===== config.mk =====
export PLATFORM = sky130hd
export DESIGN_NAME = cla_5bit_flat
export DESIGN_NICKNAME = d
export VERILOG_FILES = /design/src/rtl/cla_5bit_if.sv /design/src/rtl/cla_5bit.sv /design/src/flat_wrapper.sv
export SDC_FILE = /design/constraint.sdc
export NUM_CORES = 1
export LEC_CHECK = 0
export ABC_AREA = 1
export CORE_AREA = 3 3 40 42
export DETAILED_ROUTE_END_ITERATION = 10
export DIE_AREA = 0 0 43 45
export DONT_BUFFER_PORTS = 1
export PLACE_DENSITY = 0.46
export SYNTH_ARGS = -nofsm -noshare
export SYNTH_HDL_FRONTEND = slang
export SYNTH_SLANG_ARGS = --single-unit

===== constraint.sdc =====
create_clock -name clk -period 0.8 [get_ports clk]
set_input_delay 0.08 -clock clk [delete_from_list [all_inputs] [get_ports clk]]
set_output_delay 0.08 -clock clk [all_outputs]
set_load 0.005 [all_outputs]

===== src/rtl/cla_5bit_if.sv =====
// -----------------------------------------------------------------------------
// cla_5bit_if
// Purpose : bundles the operand and result signals of the 5-bit CLA adder.
// Signals :
//   a    [4:0]  operand A, unsigned        (master -> slave)
//   b    [4:0]  operand B, unsigned        (master -> slave)
//   sum  [4:0]  registered (a+b) mod 32    (slave -> master)
//   cout        registered carry-out       (slave -> master)
// Modports:
//   master : drives a/b, observes sum/cout (the datapath feeding the adder)
//   slave  : observes a/b, drives sum/cout (the adder itself)
// -----------------------------------------------------------------------------
interface cla_5bit_if;
   logic [4:0] a;
   logic [4:0] b;
   logic [4:0] sum;
   logic       cout;

   modport master (
      output a,
      output b,
      input  sum,
      input  cout
   );

   modport slave (
      input  a,
      input  b,
      output sum,
      output cout
   );
endinterface


===== src/rtl/cla_5bit.sv =====
// -----------------------------------------------------------------------------
// cla_5bit
// Purpose : 5-bit unsigned adder built from a flat carry-lookahead network,
//           with a registered sum and carry-out. Carry-in is tied to 0.
// Ports   :
//   clk    in   rising-edge clock
//   rst_n  in   asynchronous active-low reset, clears every register
//   bus    slave modport of cla_5bit_if
//            bus.a, bus.b     operands (in)
//            bus.sum          registered (a+b) mod 32 (out)
//            bus.cout         registered bit 5 of a+b (out)
// Config  :
//   CLA_5BIT_INREG_EN  defined   -> a/b are registered first, latency 2 cycles
//                      undefined -> a/b feed the CLA directly, latency 1 cycle
//   The arithmetic result is identical in both builds.
// -----------------------------------------------------------------------------
module cla_5bit (
   input  logic        clk,
   input  logic        rst_n,
   cla_5bit_if.slave   bus
);

   // ---------------------------------------------------------------------------
   // Operand source: optional input register stage
   // ---------------------------------------------------------------------------
   logic [4:0] w_a;
   logic [4:0] w_b;

`ifdef CLA_5BIT_INREG_EN
   logic [4:0] r_a;
   logic [4:0] r_b;

   always_ff @(posedge clk or negedge rst_n) begin
      if (!rst_n) begin
         r_a <= 5'd0;
         r_b <= 5'd0;
      end else begin
         r_a <= bus.a;
         r_b <= bus.b;
      end
   end

   assign w_a = r_a;
   assign w_b = r_b;
`else
   assign w_a = bus.a;
   assign w_b = bus.b;
`endif

   // ---------------------------------------------------------------------------
   // Per-bit generate / propagate
   // ---------------------------------------------------------------------------
   logic [4:0] w_g;
   logic [4:0] w_p;

   assign w_g = w_a & w_b;
   assign w_p = w_a ^ w_b;

   // ---------------------------------------------------------------------------
   // Flat lookahead carries: every carry is a two-level sum of products of
   // g/p/c0, never built from the previous carry.
   // ---------------------------------------------------------------------------
   logic [5:0] w_c;

   assign w_c[0] = 1'b0;

   assign w_c[1] = w_g[0]
                 | (w_p[0] & w_c[0]);

   assign w_c[2] = w_g[1]
                 | (w_p[1] & w_g[0])
                 | (w_p[1] & w_p[0] & w_c[0]);

   assign w_c[3] = w_g[2]
                 | (w_p[2] & w_g[1])
                 | (w_p[2] & w_p[1] & w_g[0])
                 | (w_p[2] & w_p[1] & w_p[0] & w_c[0]);

   assign w_c[4] = w_g[3]
                 | (w_p[3] & w_g[2])
                 | (w_p[3] & w_p[2] & w_g[1])
                 | (w_p[3] & w_p[2] & w_p[1] & w_g[0])
                 | (w_p[3] & w_p[2] & w_p[1] & w_p[0] & w_c[0]);

   // ---------------------------------------------------------------------------
   // Group propagate / generate. Kept as separate terms so a future wider adder
   // can cascade this block; c[5] is expressed through them, which expands to
   // exactly the flat six-term product sum.
   // ---------------------------------------------------------------------------
   logic w_pg;
   logic w_gg;

   assign w_pg = &w_p;

   assign w_gg = w_g[4]
               | (w_p[4] & w_g[3])
               | (w_p[4] & w_p[3] & w_g[2])
               | (w_p[4] & w_p[3] & w_p[2] & w_g[1])
               | (w_p[4] & w_p[3] & w_p[2] & w_p[1] & w_g[0]);

   assign w_c[5] = w_gg | (w_pg & w_c[0]);

   // ---------------------------------------------------------------------------
   // Sum and carry-out
   // ---------------------------------------------------------------------------
   logic [4:0] w_sum;
   logic       w_cout;

   assign w_sum  = w_p ^ w_c[4:0];
   assign w_cout = w_c[5];

   // ---------------------------------------------------------------------------
   // Result register; reset clears it immediately, discarding any result
   // that was in flight.
   // ---------------------------------------------------------------------------
   logic [4:0] r_sum;
   logic       r_cout;

   always_ff @(posedge clk or negedge rst_n) begin
      if (!rst_n) begin
         r_sum  <= 5'd0;
         r_cout <= 1'b0;
      end else begin
         r_sum  <= w_sum;
         r_cout <= w_cout;
      end
   end

   assign bus.sum  = r_sum;
   assign bus.cout = r_cout;

endmodule


===== src/flat_wrapper.sv =====
// flat-port wrapper written by rule: the top's interface ports become plain ports
module cla_5bit_flat 
  (clk, rst_n, bus_a, bus_b, bus_sum, bus_cout);
  cla_5bit_if bus_i ();
  input  logic clk;
  input  logic rst_n;
  input wire logic [$bits(bus_i.a)-1:0] bus_a;
  input wire logic [$bits(bus_i.b)-1:0] bus_b;
  output wire logic [$bits(bus_i.sum)-1:0] bus_sum;
  output wire logic [$bits(bus_i.cout)-1:0] bus_cout;
  assign bus_i.a = bus_a;
  assign bus_i.b = bus_b;
  assign bus_sum = bus_i.sum;
  assign bus_cout = bus_i.cout;
  cla_5bit u_core (.clk(clk), .rst_n(rst_n), .bus(bus_i));
endmodule

---- Word level (Yosys, flattened, before mapping) ----
Index checks and enable logic that the tools add are counted.
W data, S select, Z words.
operators by class
  bitwise logic cells ..................... 29
operators with widths
  cell           count
  $and A1 B1 Y1  16
  $or A1 B1 Y1   10
  $xor A5 B5 Y5  2
  $and A5 B5 Y5  1
storage, ports and cells
  output and inout bits ................... 6
  register bits ........................... 6
  input port bits ......................... 12
  word-level logic and storage cells ...... 31

---- Longest topological paths before layout ----
Gate-level depths: netlist of the first run.
  word-level depth ........................ 6
  gate-level depth with buffers ........... 8

---- Worst setup path after synthesis of the first run ----
No wires, ideal clock.
  path type ............................... input-to-reg
  from .................................... input port bus_b[0]
  to ...................................... register u_core.r_sum[2] (netlist: u_core.bus.sum[2])
  data required time ...................... 0.677 ns
  setup slack ............................. -0.125 ns
  arrival ................................. 0.803 ns
  buffers on the path ..................... 0
  cell stages on the path ................. 4
  cell sequence ........................... ha_1 -> inv_1 -> fa_1 -> xnor2_1
on the way
  word-level cells in the longest chain between the ends .. 4
ends and longest elaborated chain
  element                    RTL line           text
  start, declared            flat_wrapper.sv:8  input wire logic [$bits(bus_i.b)-1:0] bus_b;
  $and A5 B5 Y5              cla_5bit.sv:56     assign w_g = w_a & w_b;
  $and A1 B1 Y1              cla_5bit.sv:71     | (w_p[1] & w_g[0])
  $or A1 B1 Y1               cla_5bit.sv:71
  $xor A5 B5 Y5              cla_5bit.sv:109    assign w_sum = w_p ^ w_c[4:0];
  named net u_core.w_sum[2]  cla_5bit.sv:106    logic [4:0] w_sum;
  end signal, assigned       cla_5bit.sv:124    r_sum <= w_sum;
  end, declared              cla_5bit.sv:116    logic [4:0] r_sum;
The timed path passes the listed nets, and every way through them passes these cells.

---- Worst setup path after layout of the first run ----
  from .................................... input port bus_b[0]
  to ...................................... register u_core.r_sum[0] (netlist: u_core.bus.sum[0])
on the way
  word-level cells in the longest chain between the ends .. 2
ends and longest elaborated chain
  element        RTL line         text
  $xor A5 B5 Y5  cla_5bit.sv:57   assign w_p = w_a ^ w_b;
  $xor A5 B5 Y5  cla_5bit.sv:109
Every way passes these cells.

==> results of run 1 <==
-- flip-flops by register name (all words and copies together) (netlist names) --
signal,cells
u_core.bus.cout,1
u_core.bus.sum,5
-- worst paths after layout --
check	depth (start not counted)	end	slack [ps]
min in group asynchronous	1	u_core.bus.cout$_DFF_PN0_	150
max	2	u_core.bus.sum[0]$_DFF_PN0_	80
max in group asynchronous	1	u_core.bus.sum[0]$_DFF_PN0_	450
min	2	u_core.bus.sum[3]$_DFF_PN0_	90
-- placed cells by master (no fill, tap or decap), drive strengths merged --
cell         n
inv          9
nand2        9
dfrtp        6
ha           6
nand3        4
nand4        3
clkbuf       3
buf          3
nor2         2
dlygate4sd3  2
xor2         1
xnor2        1
a21oi        1
fa           1
-- repair_timing --
| action | 4_1_cts | 5_1_grt |
|---|---|---|
| resized for setup | 0 | 0 |
| hold buffers | 2 | 0 |
| hold endpoints to repair | 7 | 0 |
-- final cells by class --
type / instances / area, um^2 / area share, %
Multi-Input combinational cell: 28 / 245 / 47.8
Sequential cell: 6 / 150 / 29.3
Timing Repair Buffer: 5 / 42.5 / 8.29
Inverter: 9 / 33.8 / 6.59
Clock buffer: 3 / 22.5 / 4.39
Tap cell: 15 / 18.8 / 3.66
-- metal layers --
metal  wire length [um]  track usage [%]
met1                246             7.13
met5                  0                0
met4                  0             1.81
met2                298             12.3
met3                106             6.77
-- metrics by stage --
stage                     worst slack [ps]  power [mW]  area (um^2)
after CTS                             95.1       0.841          513
after global placement               -71.0       0.559          470
final                                 84.4       0.828          513
after global routing                  93.6       0.887          513
after detailed placement             -79.3       0.562          470
after floorplan                      -82.6       0.519          440
-- kinds of logic (layout without fill, tap and decap cells) --
logic type | Yosys count | in the layout | synth area share (%)
buffers and inverters | 10 | 17 | 11.3
adder cells (fa/ha/maj) | 7 | 7 | 23.9
AO/OA/AOI/OAI | 1 | 1 | 1.26
XOR/XNOR | 2 | 2 | 4.40
AND/OR/NAND/NOR | 18 | 18 | 21.4
flip-flops | 6 | 6 | 37.7
-- where the power goes --
group / switching, mW / internal (mW) / total [mW]
Combinational: 0.0924 / 0.103 / 0.195
Clock: 0.0905 / 0.168 / 0.259
Sequential: 0.0220 / 0.352 / 0.374
==> run_results.csv, run 1 <==
group,metric,value,unit
global_routing,grt_pass1_wl,1080,um
drt,firstDrtPassIters,3,
placed_design,numPortBuffers,0,
floorplanning,ios,18,
logic_synthesis,synthArstFlopShare,100,%
floorplanning,dieArea,1940,um^2
cts,path_clk_slew,40,ps
global_routing,grt_max_degree,8,
logic_synthesis,synth.top_cell.area_share,37.7,%
pwr,vdd_drop_max,0.690,mV
cells_and_area,drive_gt1_share,27.5,%
cells_and_area,diodes,0,
cts,cts_buffers,3,
cells_and_area,nets,72,
worst_setup_path,worstPathCellList,"ha_4 > dlygate4sd3_1",
logic_synthesis,ys_types,12,
global_routing,grt_pass1_vias,282,
floorplanning,placementRows,13,
sta,slew_viol_final,0,
cells_and_area,area_growth,28.9,%
placed_design,hpwl,577,um
placed_design,gp_congestion,0.652,
floorplanning,core,1280,um^2
global_routing,track_usage,7.54,%
sta,worstMarginPinSlew,256,ps
cts,cts_tree,"done",
worst_setup_path,crit_type,"in -> reg",
run_status,outcome,"complete, no violations",
sta,setup_viol,0,
floorplanning,die_y,45,um
worst_setup_path,critPathTopFamily,"buffers and inverters",
pwr,powerDensity,1610,nW/um^2
logic_synthesis,ys_seq_area_share,37.7,%
logic_synthesis,ys_ff_latch,6,
worst_setup_path,critPathSlowestCell,"dlygate4sd3_1",
drt,drt-total-wl,651,um
logic_synthesis,postSynthCellCount,44,
worst_setup_path,cp_slowest_stage_delay,540,ps
global_routing,antenna_found_initial,0,
min_path,hp-start,"bus_a[3]",
sta,rsz0062_at_grt,"no",
worst_setup_path,end_kind,"register",
drt,drc,0,
min_path,hp-class,"in -> reg",
cts,cts.sinks,6,
sta,hold_viol,0,
sta,max_freq,1400,MHz
cells_and_area,fin_util,39.9,%
drt,ant_nets,0,
global_routing,overflow,0,
floorplanning,initial_core_util,31.0,%
logic_synthesis,synth_edf_count,0,
worst_setup_path,worstPathRequired,910,ps
cts,cts_buffer_depth,2,
logic_synthesis,yosys-top-cells-count,"9 x inv_1, 9 x nand2_1, 6 x dfrtp_1, 6 x ha_1, 4 x nand3_1",
drt,via_count,300,
cts,root_buffer,"clkbuf_4",
logic_synthesis,synthesis.nets,63,
sta,final.min_clock_period,716,ps
pwr,leakage,0.248,nW
cts,post_cts_buffers,0,
floorplanning,die_w,43,um
logic_synthesis,avgSynthCellArea,9.04,um^2
placed_design,dp.cells,61,
flow_run,max_cap_viol_count,0,
drt,drt_iter0_drc,6,
cells_and_area,nFillCells,128,
cts,htreeDepth,1,
worst_setup_path,startpoint_type,"input port",
worst_setup_path,crit_fanout,1,
worst_setup_path,worst_ep_arrival_time,830,ps
worst_setup_path,crit_start,"bus_b[0]",
drt,wl_per_cell,9.86,um
logic_synthesis,yosys-top-cells-area,"dfrtp_1 38%, ha_1 19%, inv_1 8.5%",
logic_synthesis,synth_largest_area_cell,"dfrtp_1",
sta,tns,0,ps
drt,vias_per_cell,4.55,
sta,slew_headroom,82.9,%
sta,timing.hold.ws,93.8,ps
logic_synthesis,yosys_warnings,0,
logic_synthesis,synth_area,398,um^2
worst_setup_path,critPathBufInv,1,
cells_and_area,stdcell_count,66,
logic_synthesis,synth_ff_type,"dfrtp_1",
sta,finalCritPeriodShare,89.4,%
Power figures use the tool's default switching activity.
==> inputs of run 2 (changes only) <==
Settings changed: CORE_AREA 3 3 40 42 to 2 2 39 41, DIE_AREA 0 0 43 45 to 0 0 41 43, PLACE_DENSITY 0.46 to 0.44.
Clock period 0.8 ns to 0.9 ns, I/O delays scaled along.
==> run_results.csv, run 2 (same netlist as run 1, synthesis figures left out) <==
group,metric,value,unit
cells_and_area,fin_util,35.9,%
cells_and_area,final_cell_mix,"9 x inv_1, 8 x nand2_1, 6 x dfrtp_1",
worst_setup_path,critPathSlowestCell,"dlygate4sd3_1",
global_routing,antenna_found_initial,0,
sta,fin_ws,169,ps
worst_setup_path,cp_slowest_stage_delay,550,ps
cts,cts_tree,"done",
drt,wl_per_cell,11.5,um
sta,rsz0062_at_grt,"no",
sta,finalCritPeriodShare,81.2,%
worst_setup_path,critPathTopFamily,"buffers and inverters",
worst_setup_path,worstPathCellList,"ha_4 > dlygate4sd3_1",
worst_setup_path,worst_ep_arrival_time,850,ps
cells_and_area,nets,70,
min_path,hp-class,"in -> reg",
cells_and_area,largest_register_ffs,5,
run_status,outcome,"complete, no violations",
sta,hold_viol,0,
sta,tns,0,ps
worst_setup_path,crit_type,"in -> reg",
global_routing,overflow,0,
drt,drt-total-wl,747,um
sta,setup_viol,0,
placed_design,dpl_worst_slack,28.0,ps
drt,drc,0,
global_routing,grt_pass1_wl,1260,um
sta,slew_viol_final,0,
cts,cts_buffer_depth,2,
cts,root_buffer,"clkbuf_4",
pwr,leakage,0.239,nW
pwr,vdd_drop_max,0.332,mV
global_routing,grt_pass1_vias,303,
cts,htreeDepth,1,
drt,vias_per_cell,4.42,
floorplanning,ios,18,
drt,ant_nets,0,
worst_setup_path,critPathBufInv,1,
cts,hold_buffers,2,
worst_setup_path,end_kind,"register",
floorplanning,die_y,43,um
cells_and_area,stdcell_count,65,
drt,drt_iter0_drc,1,
global_routing,grt_use_met2,17.2,%
sta,final.min_clock_period,731,ps
pwr,powerDensity,1490,nW/um^2
cts,cts_buffers,3,
global_routing,grt_max_degree,8,
floorplanning,core,1380,um^2
floorplanning,placementRows,14,
drt,firstDrtPassIters,2,
drt,via_count,287,
placed_design,gp_congestion,0.622,
sta,max_freq,1370,MHz
floorplanning,dieArea,1760,um^2
worst_setup_path,worstPathRequired,1020,ps
cells_and_area,nFillCells,143,
cells_and_area,drive_gt1_share,20.4,%
sta,worstMarginPinSlew,262,ps
global_routing,track_usage,11.3,%
sta,slew_headroom,82.4,%
flow_run,max_cap_viol_count,0,
cells_and_area,area_growth,24.8,%
floorplanning,die_w,41,um
cells_and_area,diodes,0,
placed_design,hpwl,659,um
cells_and_area,mostFrequentLayoutCell,"inv_1",
cts,post_cts_buffers,0,
floorplanning,initial_core_util,28.8,%
placed_design,numPortBuffers,0,
global_routing,met1_usage,10.5,%
cts,cts.sinks,6,
placed_design,dp.cells,60,
pwr,p_total,0.739,mW
worst_setup_path,crit_fanout,1,
cts,cts_resized,0,
cells_and_area,multiInputGateArea,243,um^2
global_routing,grt_use_met3,2.62,%
cts,path_clk_slew,40,ps
cells_and_area,register_area,150,um^2
global_routing,grt_busiest_layer,"met2",
worst_setup_path,startpoint_type,"input port",
[run 2: cell count changes in the layout (fill, tap and decap cells not counted), sizes merged]
cell,change
buf,-2
[run 2: path summary, 6_finish.rpt]
check | start | endpoint | cells after the start
worst max-delay path | bus_b[0] | u_core.bus.sum[0]$_DFF_PN0_ | 2
min in group asynchronous | rst_n | u_core.bus.sum[1]$_DFF_PN0_ | 1
max in group asynchronous | rst_n | u_core.bus.sum[2]$_DFF_PN0_ | 1
worst min-delay path | bus_a[3] | u_core.bus.sum[3]$_DFF_PN0_ | 2
[run 2: area by class of cell]
class / instances / share of cell area (%)
clock buffers: 3 / 4.53
multi-input cells: 28 / 48.9
repair buffers: 3 / 5.54
inverters: 9 / 6.80
flip-flops and latches: 6 / 30.2
well taps: 16 / 4.03
[run 2: report_power, final]
| group | total (mW) | internal, mW | switching [mW] |
|---|---|---|---|
| registers | 0.336 | 0.313 | 0.0233 |
| clock network | 0.241 | 0.150 | 0.0905 |
| logic | 0.162 | 0.0806 | 0.0813 |
[run 2: per-layer routing]
metal | vias up | wire [um] | part of all wire (%)
li1 | 148 | - | -
met1 | 126 | 267 | 36
met2 | 11 | 416 | 56
met3 | 2 | 52 | 7.0
met4 | 0 | 10 | 1.3
met5 | - | 0 | 0
[run 2: stage by stage]
| stage | hold slack, ps | area (um^2) |
|---|---|---|
| final | 101 | 497 |
| after detailed placement | -205 | 454 |
| after global routing | 97.8 | 497 |
| after global placement | -205 | 454 |
| after floorplan | -206 | 438 |
| after CTS | 92.3 | 497 |
